`src/rtl/bus_test_pkg.sv`:
```
// Shared types and helpers for the self-checking write/read bus master.
package bus_test_pkg;

  localparam int ADDR_W = 8;
  localparam int DATA_W = 8;

  typedef enum logic [2:0] {IDLE, WRITE, GAP, READ, DRAIN, DONE} state_t;

  // One issued read as seen by the compare pipeline.
  typedef struct packed {
    logic              vld;
    logic [ADDR_W-1:0] addr;
    logic [DATA_W-1:0] data;
  } cmp_req_t;

  function automatic logic [DATA_W-1:0] pattern(input logic [DATA_W-1:0] seed,
                                                input logic [7:0]        i);
    return seed + i;
  endfunction

endpackage

```
`src/rtl/rd_cmp_pipe.sv`:
```
// Expected-data delay line matched to read latency, plus mismatch counting
// and first-failing-address capture.
module rd_cmp_pipe
  import bus_test_pkg::*;
#(
  parameter int RD_LAT = 1
) (
  input  logic              clk,
  input  logic              rst_n,
  input  logic              clr,
  input  cmp_req_t          req,
  input  logic [DATA_W-1:0] rdata,
  output logic [7:0]        err_cnt,
  output logic [7:0]        err_nxt,
  output logic [ADDR_W-1:0] first_err_addr
);

  // req comes from registered bus outputs, so RD_LAT stages line the
  // expected byte up with the cycle the memory presents rdata.
  localparam int STAGES = RD_LAT - 1;

  logic [STAGES:0]             vld_pipe;
  logic [STAGES:0][ADDR_W-1:0] addr_pipe;
  logic [STAGES:0][DATA_W-1:0] data_pipe;
  logic                        mismatch;

  // Case inequality so an undriven or X read shows up as an error.
  assign mismatch = vld_pipe[STAGES] && (rdata !== data_pipe[STAGES]);

  always_comb begin
    err_nxt = err_cnt;
    if (clr)
      err_nxt = '0;
    else if (mismatch && (err_cnt != 8'hFF))
      err_nxt = err_cnt + 8'd1;
  end

  always_ff @(posedge clk) begin
    if (!rst_n) begin
      vld_pipe       <= '0;
      addr_pipe      <= '0;
      data_pipe      <= '0;
      err_cnt        <= '0;
      first_err_addr <= '0;
    end else begin
      vld_pipe[0]  <= req.vld;
      addr_pipe[0] <= req.addr;
      data_pipe[0] <= req.data;
      for (int k = 1; k <= STAGES; k++) begin
        vld_pipe[k]  <= vld_pipe[k-1];
        addr_pipe[k] <= addr_pipe[k-1];
        data_pipe[k] <= data_pipe[k-1];
      end
      err_cnt <= err_nxt;
      if (clr)
        first_err_addr <= '0;
      else if (mismatch && (err_cnt == 8'd0))
        first_err_addr <= addr_pipe[STAGES];
    end
  end

endmodule

```
`src/rtl/bus_wr_rd_master.sv`:
```
// Single-pulse write-then-readback traffic source with built-in data check.
module bus_wr_rd_master
  import bus_test_pkg::*;
#(
  parameter int RD_LAT = 1
) (
  input  logic              clk,
  input  logic              rst_n,
  input  logic              start,
  input  logic [ADDR_W-1:0] base_addr,
  input  logic [7:0]        count,
  input  logic [DATA_W-1:0] seed,
  output logic              busy,
  output logic              done,
  output logic              pass,
  output logic [7:0]        err_cnt,
  output logic [ADDR_W-1:0] first_err_addr,
  output logic              enable,
  output logic              write,
  output logic              read,
  output logic [ADDR_W-1:0] waddr,
  output logic [DATA_W-1:0] wdata,
  output logic [ADDR_W-1:0] raddr,
  input  logic [DATA_W-1:0] rdata
);

  localparam logic [1:0] DRAIN_LAST = 2'(RD_LAT - 1);

  state_t            state_q, state_d;
  logic [7:0]        beat_q, beat_d, nxt, last;
  logic [7:0]        cnt_q, cnt_d;
  logic [ADDR_W-1:0] base_q, base_d;
  logic [DATA_W-1:0] seed_q, seed_d;
  logic [1:0]        drain_q, drain_d;
  logic              en_d, wr_d, rd_d, done_d, pass_d, clr;
  logic [ADDR_W-1:0] waddr_d, raddr_d;
  logic [DATA_W-1:0] wdata_d, exp_q, exp_d;
  logic [7:0]        err_nxt;
  cmp_req_t          req;

  assign nxt  = beat_q + 8'd1;
  // count==0 wraps to 255 here, giving the full 256-location block.
  assign last = cnt_q - 8'd1;
  assign busy = (state_q != IDLE);

  // Outputs are computed one cycle ahead and registered, so every bus
  // signal comes straight from a flop.
  always_comb begin
    state_d = state_q;
    beat_d  = beat_q;
    base_d  = base_q;
    cnt_d   = cnt_q;
    seed_d  = seed_q;
    drain_d = drain_q;
    en_d    = 1'b0;
    wr_d    = 1'b0;
    rd_d    = 1'b0;
    waddr_d = waddr;
    wdata_d = wdata;
    raddr_d = raddr;
    exp_d   = exp_q;
    done_d  = 1'b0;
    pass_d  = pass;
    clr     = 1'b0;
    unique case (state_q)
      IDLE: if (start) begin
        base_d  = base_addr;
        cnt_d   = count;
        seed_d  = seed;
        clr     = 1'b1;
        pass_d  = 1'b0;
        beat_d  = '0;
        state_d = WRITE;
        en_d    = 1'b1;
        wr_d    = 1'b1;
        waddr_d = base_addr;
        wdata_d = seed;
      end
      WRITE: if (beat_q == last) begin
        state_d = GAP;
      end else begin
        beat_d  = nxt;
        en_d    = 1'b1;
        wr_d    = 1'b1;
        waddr_d = base_q + nxt;
        wdata_d = pattern(seed_q, nxt);
      end
      GAP: begin
        state_d = READ;
        beat_d  = '0;
        en_d    = 1'b1;
        rd_d    = 1'b1;
        raddr_d = base_q;
        exp_d   = pattern(seed_q, 8'd0);
      end
      READ: if (beat_q == last) begin
        state_d = DRAIN;
        drain_d = '0;
      end else begin
        beat_d  = nxt;
        en_d    = 1'b1;
        rd_d    = 1'b1;
        raddr_d = base_q + nxt;
        exp_d   = pattern(seed_q, nxt);
      end
      // The last compare lands on the same edge that enters DONE, so
      // pass is taken from the counter's next value.
      DRAIN: if (drain_q == DRAIN_LAST) begin
        state_d = DONE;
        done_d  = 1'b1;
        pass_d  = (err_nxt == 8'd0);
      end else begin
        drain_d = drain_q + 2'd1;
      end
      DONE:    state_d = IDLE;
      default: state_d = IDLE;
    endcase
  end

  always_ff @(posedge clk) begin
    if (!rst_n) begin
      state_q <= IDLE;
      beat_q  <= '0;
      base_q  <= '0;
      cnt_q   <= '0;
      seed_q  <= '0;
      drain_q <= '0;
      enable  <= 1'b0;
      write   <= 1'b0;
      read    <= 1'b0;
      waddr   <= '0;
      wdata   <= '0;
      raddr   <= '0;
      exp_q   <= '0;
      done    <= 1'b0;
      pass    <= 1'b0;
    end else begin
      state_q <= state_d;
      beat_q  <= beat_d;
      base_q  <= base_d;
      cnt_q   <= cnt_d;
      seed_q  <= seed_d;
      drain_q <= drain_d;
      enable  <= en_d;
      write   <= wr_d;
      read    <= rd_d;
      waddr   <= waddr_d;
      wdata   <= wdata_d;
      raddr   <= raddr_d;
      exp_q   <= exp_d;
      done    <= done_d;
      pass    <= pass_d;
    end
  end

  assign req.vld  = read;
  assign req.addr = raddr;
  assign req.data = exp_q;

  rd_cmp_pipe #(.RD_LAT(RD_LAT)) u_cmp (
    .clk            (clk),
    .rst_n          (rst_n),
    .clr            (clr),
    .req            (req),
    .rdata          (rdata),
    .err_cnt        (err_cnt),
    .err_nxt        (err_nxt),
    .first_err_addr (first_err_addr)
  );

endmodule
```
`config.mk`:
```
export PLATFORM = sky130hd
export DESIGN_NAME = bus_wr_rd_master
export DESIGN_NICKNAME = d
export VERILOG_FILES = /design/src/rtl/bus_test_pkg.sv /design/src/rtl/rd_cmp_pipe.sv /design/src/rtl/bus_wr_rd_master.sv
export SDC_FILE = /design/constraint.sdc
export NUM_CORES = 1
export LEC_CHECK = 0
export ABC_AREA = 1
export CAP_MARGIN = 10
export CORE_MARGIN = 5
export CORE_UTILIZATION = 55
export DETAILED_ROUTE_END_ITERATION = 16
export HOLD_SLACK_MARGIN = 0.05
export PLACE_DENSITY = 0.87
export SLEW_MARGIN = 10
export SYNTH_ARGS = -nofsm -noshare
export SYNTH_HDL_FRONTEND = slang
export SYNTH_SLANG_ARGS = --single-unit
```
`constraint.sdc`:
```
create_clock -name clk -period 6.64 [get_ports clk]
set_input_delay 0.664 -clock clk [delete_from_list [all_inputs] [get_ports clk]]
set_output_delay 0.664 -clock clk [all_outputs]
set_load 0.02 [all_outputs]
```
==> impl_results.md <==
- Largest family of logic cells by synthesized area: simple AND/OR/NAND/NOR gates
- RSZ-0062 raised after global routing: false
- Global-route wire length before repair: 21980 microns
- Placed Area: 6382 sq um
- DR iter-0 viols: 364
- Post-Syn Nets: 866
- Vias: 5234
- Critical Path Start Type: register
- Dpl hpwl: 9700 microns
- Most frequent cells in the layout: nand2_1 (243), dfxtp_1 (107), inv_1 (92)
- Final Non-Filler Cells: 1018
- Synth Cell Area: 5503 sq um
- Via/cell ratio: 5.141
- Die X: 110.0 microns
- Compound-cell area share of the yosys netlist: 0.1014
- Tmin final: 2612 ps
- Core ar.: 9774 sq um
- Tot Pwr: 2.471 mW
- Hold Violations, Final: 0
- Synth Area in Simple Gates: 0.3270
- EDFF count, synth: 0
- Ys Warns: 0
- Final GP Congestion: 0.8932
- Post-Synth Adder-Cell Area: 0.05048
- Setup Skew: 23.85 ps
- Drt total wl: 13200 microns
- CP Launch Point: beat_q[0]
- Root Driver: clkbuf_8
- Worst-Margin Slew: 870.2 ps
- Setup tns final: 0 ps
- Initial antenna violation count: 0
- Crit. End Element: register
- Clock sinks: 107
- Clock latency on the worst-skew pair: 390 ps
- Final worst setup slack: 4028 ps
- # nets final: 936
- R2r startpoint: beat_q[0]
- Register area share after synthesis: 0.3893
- Most common cell after layout, fill and taps aside: nand2_1
- Dpl ws: 3914 ps
- Max Cap Viol: 0
- Clk buf depth: 2
- Critical Path RT: 6930 ps
- Fraction of layout cells with a size suffix above 1: 0.04520
- GRT overflow: 0
- Worst VDD drop: 0.0001818 V
- Area Growth Syn to Fin: 19.67%
- Final setup fails: 0
- CTS tree: yes
- R2R Setup Slk: 4030 ps
- Asr flop ratio synth: 0
- Power Density: 375.2 nW/um^2
- # H-tree levels: 3
- XOR/XNOR Fraction of Synth Area: 0.04138
- R2r endpoint: waddr[5]
- Starting Density: 0.5630
- Hold Path Class: register to register
- Multi-input logic area: 2895 sq um
- Synthesized instance count: 810
- # rows: 36
- TritonCTS Buffers: 9
- Final Cycle Share: 0.3934
- Synth Flop Type: dfxtp_1
- Worst r2r path cells: 13
- Die height: 110.0 microns
- FMAX: 382.9 MHz
- Pre-antenna DRT Iters: 5
- Mean Syn Cell Area: 6.794 sq um
- Post-Place Cells: 1002
- Hold buffer count at cts: 0
- Number of global-route vias before repair: 4879
- CP Data Arrival Time: 2900 ps
- All-Layer GR Usage: 0.2268
- Final ANT Viol Nets: 0
- CP Max Fanout: 6
- Die Area: 12110 sq um
- Leakage: 3.163 nW
- Type of the worst setup path: register to register
- DRC Markers: 0
- Yosys reg bits: 107
- Hold Startpoint: read
- Resized cells post-CTS: 0
- Slew HR: 0.4192
- ANT cells: 0
- Register area: 2142 sq um
- Post-synthesis mux area share: 0.005457
- Post-synth cell types: 34
- Status: finished clean
- Final-layout fill cell count: 870
- WL/cell: 12.97 microns
- Crit path capture: waddr[5]
- Port bufs: 80
- Boundary Pins: 81
- Largest net degree at the start of global routing: 62
- Setup Buffers After CTS: 0
- Slew Limit Fails: 0
- Post-route cell area: 6585 sq um
- Worst-path clk slew: 110 ps
## flip-flops by register name, summed over array words and instances, names as in the netlist
signal / cells
drain_q: 2
done: 1
seed_q: 8
read: 1
u_cmp.addr_pipe: 8
cnt_q: 8
exp_q: 8
u_cmp.first_err_addr: 8
u_cmp.data_pipe: 8
u_cmp.err_cnt: 8
write: 1
wdata: 8
state_q: 3
raddr: 8
enable: 1
base_q: 8
beat_q: 8
pass: 1
u_cmp.vld_pipe: 1
waddr: 8
## worst max-delay path, stage by stage (launching register included)
cell     delay [ps]
dfxtp_1         440
ha_1            220
xor2_1          400
ha_1            380
a21oi_1         170
nand2_1         120
nand2_1          80
nand2_1          50
a21oi_1         190
nand2_1         120
nand3_1         100
nand2_1          60
nor2_1          160
nor2_1           70
## cells in the mapped netlist (3+ instances only)
master,number,area (sq um)
ha_1,19,237.7
inv_2,4,15.01
or2_2,3,18.77
inv_1,92,345.3
nor2_2,5,31.28
dfxtp_1,107,2142
mux2i_1,3,30.03
nor2_1,87,326.6
a21o_1,3,22.52
clkbuf_1,19,71.32
a21oi_1,61,305.3
xor2_1,16,140.1
o21ai_0,37,185.2
xnor2_1,10,87.58
nand2_2,4,25.02
nand4_1,10,62.56
nand2_1,244,915.9
nand3b_1,15,112.6
nand3_1,48,240.2
## worst min-delay path by stage
stage                                    end  slack, ps  cells after the start
after floorplan           u_cmp.data_pipe[0]        400                      2
after global placement    u_cmp.data_pipe[3]        420                      2
after detailed placement  u_cmp.data_pipe[3]        420                      2
after CTS                     u_cmp.vld_pipe        440                      2
after global routing          u_cmp.vld_pipe        450                      2
final                         u_cmp.vld_pipe        440                      2
## final cells by class
cell class / instances / share of cell area
multi-input cells: 582 / 0.4397
well taps: 133 / 0.02527
clock inverters: 7 / 0.01197
repair buffers: 82 / 0.1231
inverters: 98 / 0.05586
flip-flops and latches: 107 / 0.3253
clock buffers: 9 / 0.01881
## report_power, final
part	total (mW)	leakage, nW	internal, mW	switching, mW
clock	0.399	0.102	0.150	0.249
sequential	0.897	0.874	0.803	0.0944
combinational	1.17	2.19	0.435	0.739
total	2.47	3.16	1.39	1.08
## stage by stage
stage | util | hold WS (ps)
CTS | 0.6737 | 441.0
detailed placement | 0.6530 | 420.3
global placement | 0.6530 | 415.1
finish | 0.6737 | 438.1
floorplan | - | 404.5
global route | 0.6737 | 452.9
## routing by layer
metal	vias to the layer above	part of all wire	global-route usage	wire, microns
li1	2699	-	-	-
met1	2317	0.45	0.3038	5925
met2	186	0.46	0.3679	6115
met3	32	0.064	0.03727	842
met4	0	0.024	0.08459	321
met5	-	0	0	0
## kinds of logic after synthesis
group                    Yosys count
flip-flops                       107
AO/OA/AOI/OAI                    108
multiplexers                       3
adder cells (fa/ha/maj)           21
buffers and inverters            121
XOR/XNOR                          26
AND/OR/NAND/NOR                  424
No activity file was read; power rests on OpenSTA's default activity.
==> edit (same flow settings) <==
Register the input `start` before use. The logic sees it one clock later. The other inputs are not delayed to match.
--- a/src/rtl/bus_wr_rd_master.sv
+++ b/src/rtl/bus_wr_rd_master.sv
@@ -25,6 +25,12 @@
 );
 
   localparam logic [1:0] DRAIN_LAST = 2'(RD_LAT - 1);
+
+  logic start_q;
+
+  always_ff @(posedge clk) begin
+    start_q <= start;
+  end
 
   state_t            state_q, state_d;
   logic [7:0]        beat_q, beat_d, nxt, last;
@@ -63,7 +69,7 @@
     pass_d  = pass;
     clr     = 1'b0;
     unique case (state_q)
-      IDLE: if (start) begin
+      IDLE: if (start_q) begin
         base_d  = base_addr;
         cnt_d   = count;
         seed_d  = seed;
Formal check against the unedited RTL: not equivalent (a bounded check fails within 4 cycles, from zero or initial values and one cycle with rst_n low).
==> edit against the unedited design <==
- first-iteration DRC count fell by 2.2%
- cell area down 1.4%
- setup slack got worse by 0.17 ns
- synthesized area down 1.3%
- sequential cell count rose by 1
- critical path depth unchanged
- routed wire length is 3.5% lower
- largest cell class unchanged
- die area is 1.2% lower
Power is not compared: it rests on default switching activity, and its combinational part moved more than twofold at a synthesized area within 25%.
==> edit: results (changes against the unedited design) <==
worst_setup_path:
  slowest_delay_ns: 0.44  # about the same
  endpoint: "raddr[7]$_SDFFE_PN0P_"  # was waddr[5]$_SDFFE_PN0P_
  startpoint: "beat_q[0]$_SDFFE_PN0P_"  # unchanged
  cp_max_fo: 6  # unchanged
  rr_worst_depth: 13  # unchanged
  crit_slowest_cell: "dfxtp_1"  # unchanged
  critPathTopFamily: "simple AND/OR/NAND/NOR gates"  # unchanged
  cp.arrival_ns: 3.07  # was 2.90 ns
  r2r_slack_ns: 3.85  # was 4.03 ns
clock_network:
  cts_setup_buffers: 0  # unchanged
  cts.root.buffer_cell: "clkbuf_8"  # unchanged
  cts.path.max_buffers: 2  # unchanged
  path_clk_slew_ns: 0.12
  ctsResizeCount: 0  # unchanged
  htreeDepth: 3  # unchanged
  insertion_delay_ns: 0.39  # about the same
  cts_buffers: 9  # unchanged
worst_hold_path:
  hold_class: "register to register"  # unchanged
power:
  power.leakage_nw: 2.97
  vdd_drop_max_uv: 140
logic_synthesis:
  synth-seq-area-share: 0.398  # was 0.389
  synth_edf_count: 0  # unchanged
  synth.net_count: 843  # was 866
  synth_ff_type: "dfxtp_1"  # unchanged
  synthTopCellsByArea: "dfxtp_1 (40%), nand2_1 (14%), nor2_1 (7.9%), a21oi_1 (6.2%), inv_1 (5.7%)"  # was dfxtp_1 (39%), nand2_1 (17%), inv_1 (6.3%), nor2_1 (5.9%), a21oi_1 (5.5%)
  ys_types: 34  # unchanged
  async_flop_share: 0  # unchanged
  ys_warn_count: 0  # unchanged
  synth_top_cells_by_count: "nand2_1 (197), nor2_1 (114), dfxtp_1 (108)"  # was nand2_1 (244), dfxtp_1 (107), inv_1 (92)
drt:
  vias_per_cell: 5.12  # was 5.14
  first_pass_iters: 6  # was 5
  drt_iter0_drc: 356  # was 364
  routedWlPerCell_microns: 12.9  # was 13.0 microns
timing:
  skew_ns: 0.0201  # was 0.0238 ns
  fin_setup_tns_ns: 0  # unchanged
  worstMarginPinSlew_ns: 0.941  # was 0.870 ns
outcome:
  status: "complete, no violations"  # unchanged
placed_design:
  port_buffers: 80  # unchanged
  hpwl_microns: 9280  # was 9700 microns
  gp_congestion: 0.893  # about the same
finish:
  drive_gt1_frac: 0.0409  # was 0.0452
  fillCellCount: 888  # was 870
  fin_nets: 906  # was 936
  num_antenna_cells: 0  # unchanged
global_routing:
  grt_pass1_wl_microns: 21600  # was 22,000 microns
  grt_max_degree: 58  # was 62
  track_usage: 0.224  # was 0.227
  antenna_found_initial: 0  # unchanged
  grt_pass1_vias: 4676  # was 4,879
[edit: cell count changes after synthesis, sizes merged, moves of 3 or more]
cell	unedited run	this run
mux2i	3	0
o21ai	39	61
nand4	10	22
nand2	250	200
inv	96	86
nand3	50	33
nand3b	15	2
a21oi	61	68
xnor2	10	13
buf	4	8
or2	4	0
clkbuf	19	22
nor2	92	117
[edit: final cells by class]
type                            count  share of cell area
Multi-Input combinational cell    561               0.431
Tap cell                          133              0.0256
Timing Repair Buffer               82               0.125
Clock inverter                      7              0.0145
Inverter                           88              0.0517
Sequential cell                   108               0.333
Clock buffer                        9              0.0191
[edit: tightest hold or removal path, stage by stage (launching register included)]
cell and delay, ns:
dfxtp_1 0.32, nand2_1 0.05, inv_1 0.04
[edit: layer usage]
metal | track usage | vias up | wire length (microns) | share of wire
met4 | 0.0472 | 0 | 158 | 0.012
met1 | 0.316 | 2251 | 6160 | 0.48
met5 | 0 | - | 0 | 0
met3 | 0.0346 | 16 | 753 | 0.059
met2 | 0.363 | 146 | 5670 | 0.45
li1 | - | 2646 | - | -
[edit: worst min-delay path by stage]
stage                           from                             to  cells after the start
4_1_cts        exp_q[5]$_SDFFE_PN0P_  u_cmp.data_pipe[5]$_SDFF_PN0_                      2
3_3_place_gp   exp_q[3]$_SDFFE_PN0P_  u_cmp.data_pipe[3]$_SDFF_PN0_                      2
6_report       exp_q[6]$_SDFFE_PN0P_  u_cmp.data_pipe[6]$_SDFF_PN0_                      2
5_1_grt        exp_q[6]$_SDFFE_PN0P_  u_cmp.data_pipe[6]$_SDFF_PN0_                      2
3_5_place_dp   exp_q[6]$_SDFFE_PN0P_  u_cmp.data_pipe[6]$_SDFF_PN0_                      2
2_1_floorplan  exp_q[7]$_SDFFE_PN0P_  u_cmp.data_pipe[7]$_SDFF_PN0_                      2
[edit: through the flow]
stage                     hold WS, ns  cells  setup slack, ns  cell area, sq um  power (mW)
after floorplan                 0.405    787             4.41              5430        1.05
after global placement          0.412    972             3.94              6270        1.18
after detailed placement        0.422    972             3.85              6270        1.19
after CTS                       0.440    988             3.92              6490        1.60
after global routing            0.454    988             3.70              6490        1.69
final                           0.436    988             3.85              6490        1.60
[edit: cells by family (layout without fill, tap and decap cells)]
logic type	after synthesis	in the layout	share of synthesized area
and+or+nand+nor	377	377	0.287
AOI/OAI and AO/OA	133	133	0.127
buffers and inverters	118	186	0.0866
DFF	108	108	0.398
xor gates and xnor gates	30	30	0.0498
adders and majority gates	21	21	0.0512
[edit: power by group]
| part | switching, mW | total, mW | internal, mW | leakage, nW |
|---|---|---|---|---|
| sequential | 0.0404 | 0.748 | 0.708 | 0.883 |
| combinational | 0.267 | 0.437 | 0.170 | 1.98 |
| clock | 0.262 | 0.416 | 0.154 | 0.107 |
| total | 0.570 | 1.60 | 1.03 | 2.97 |
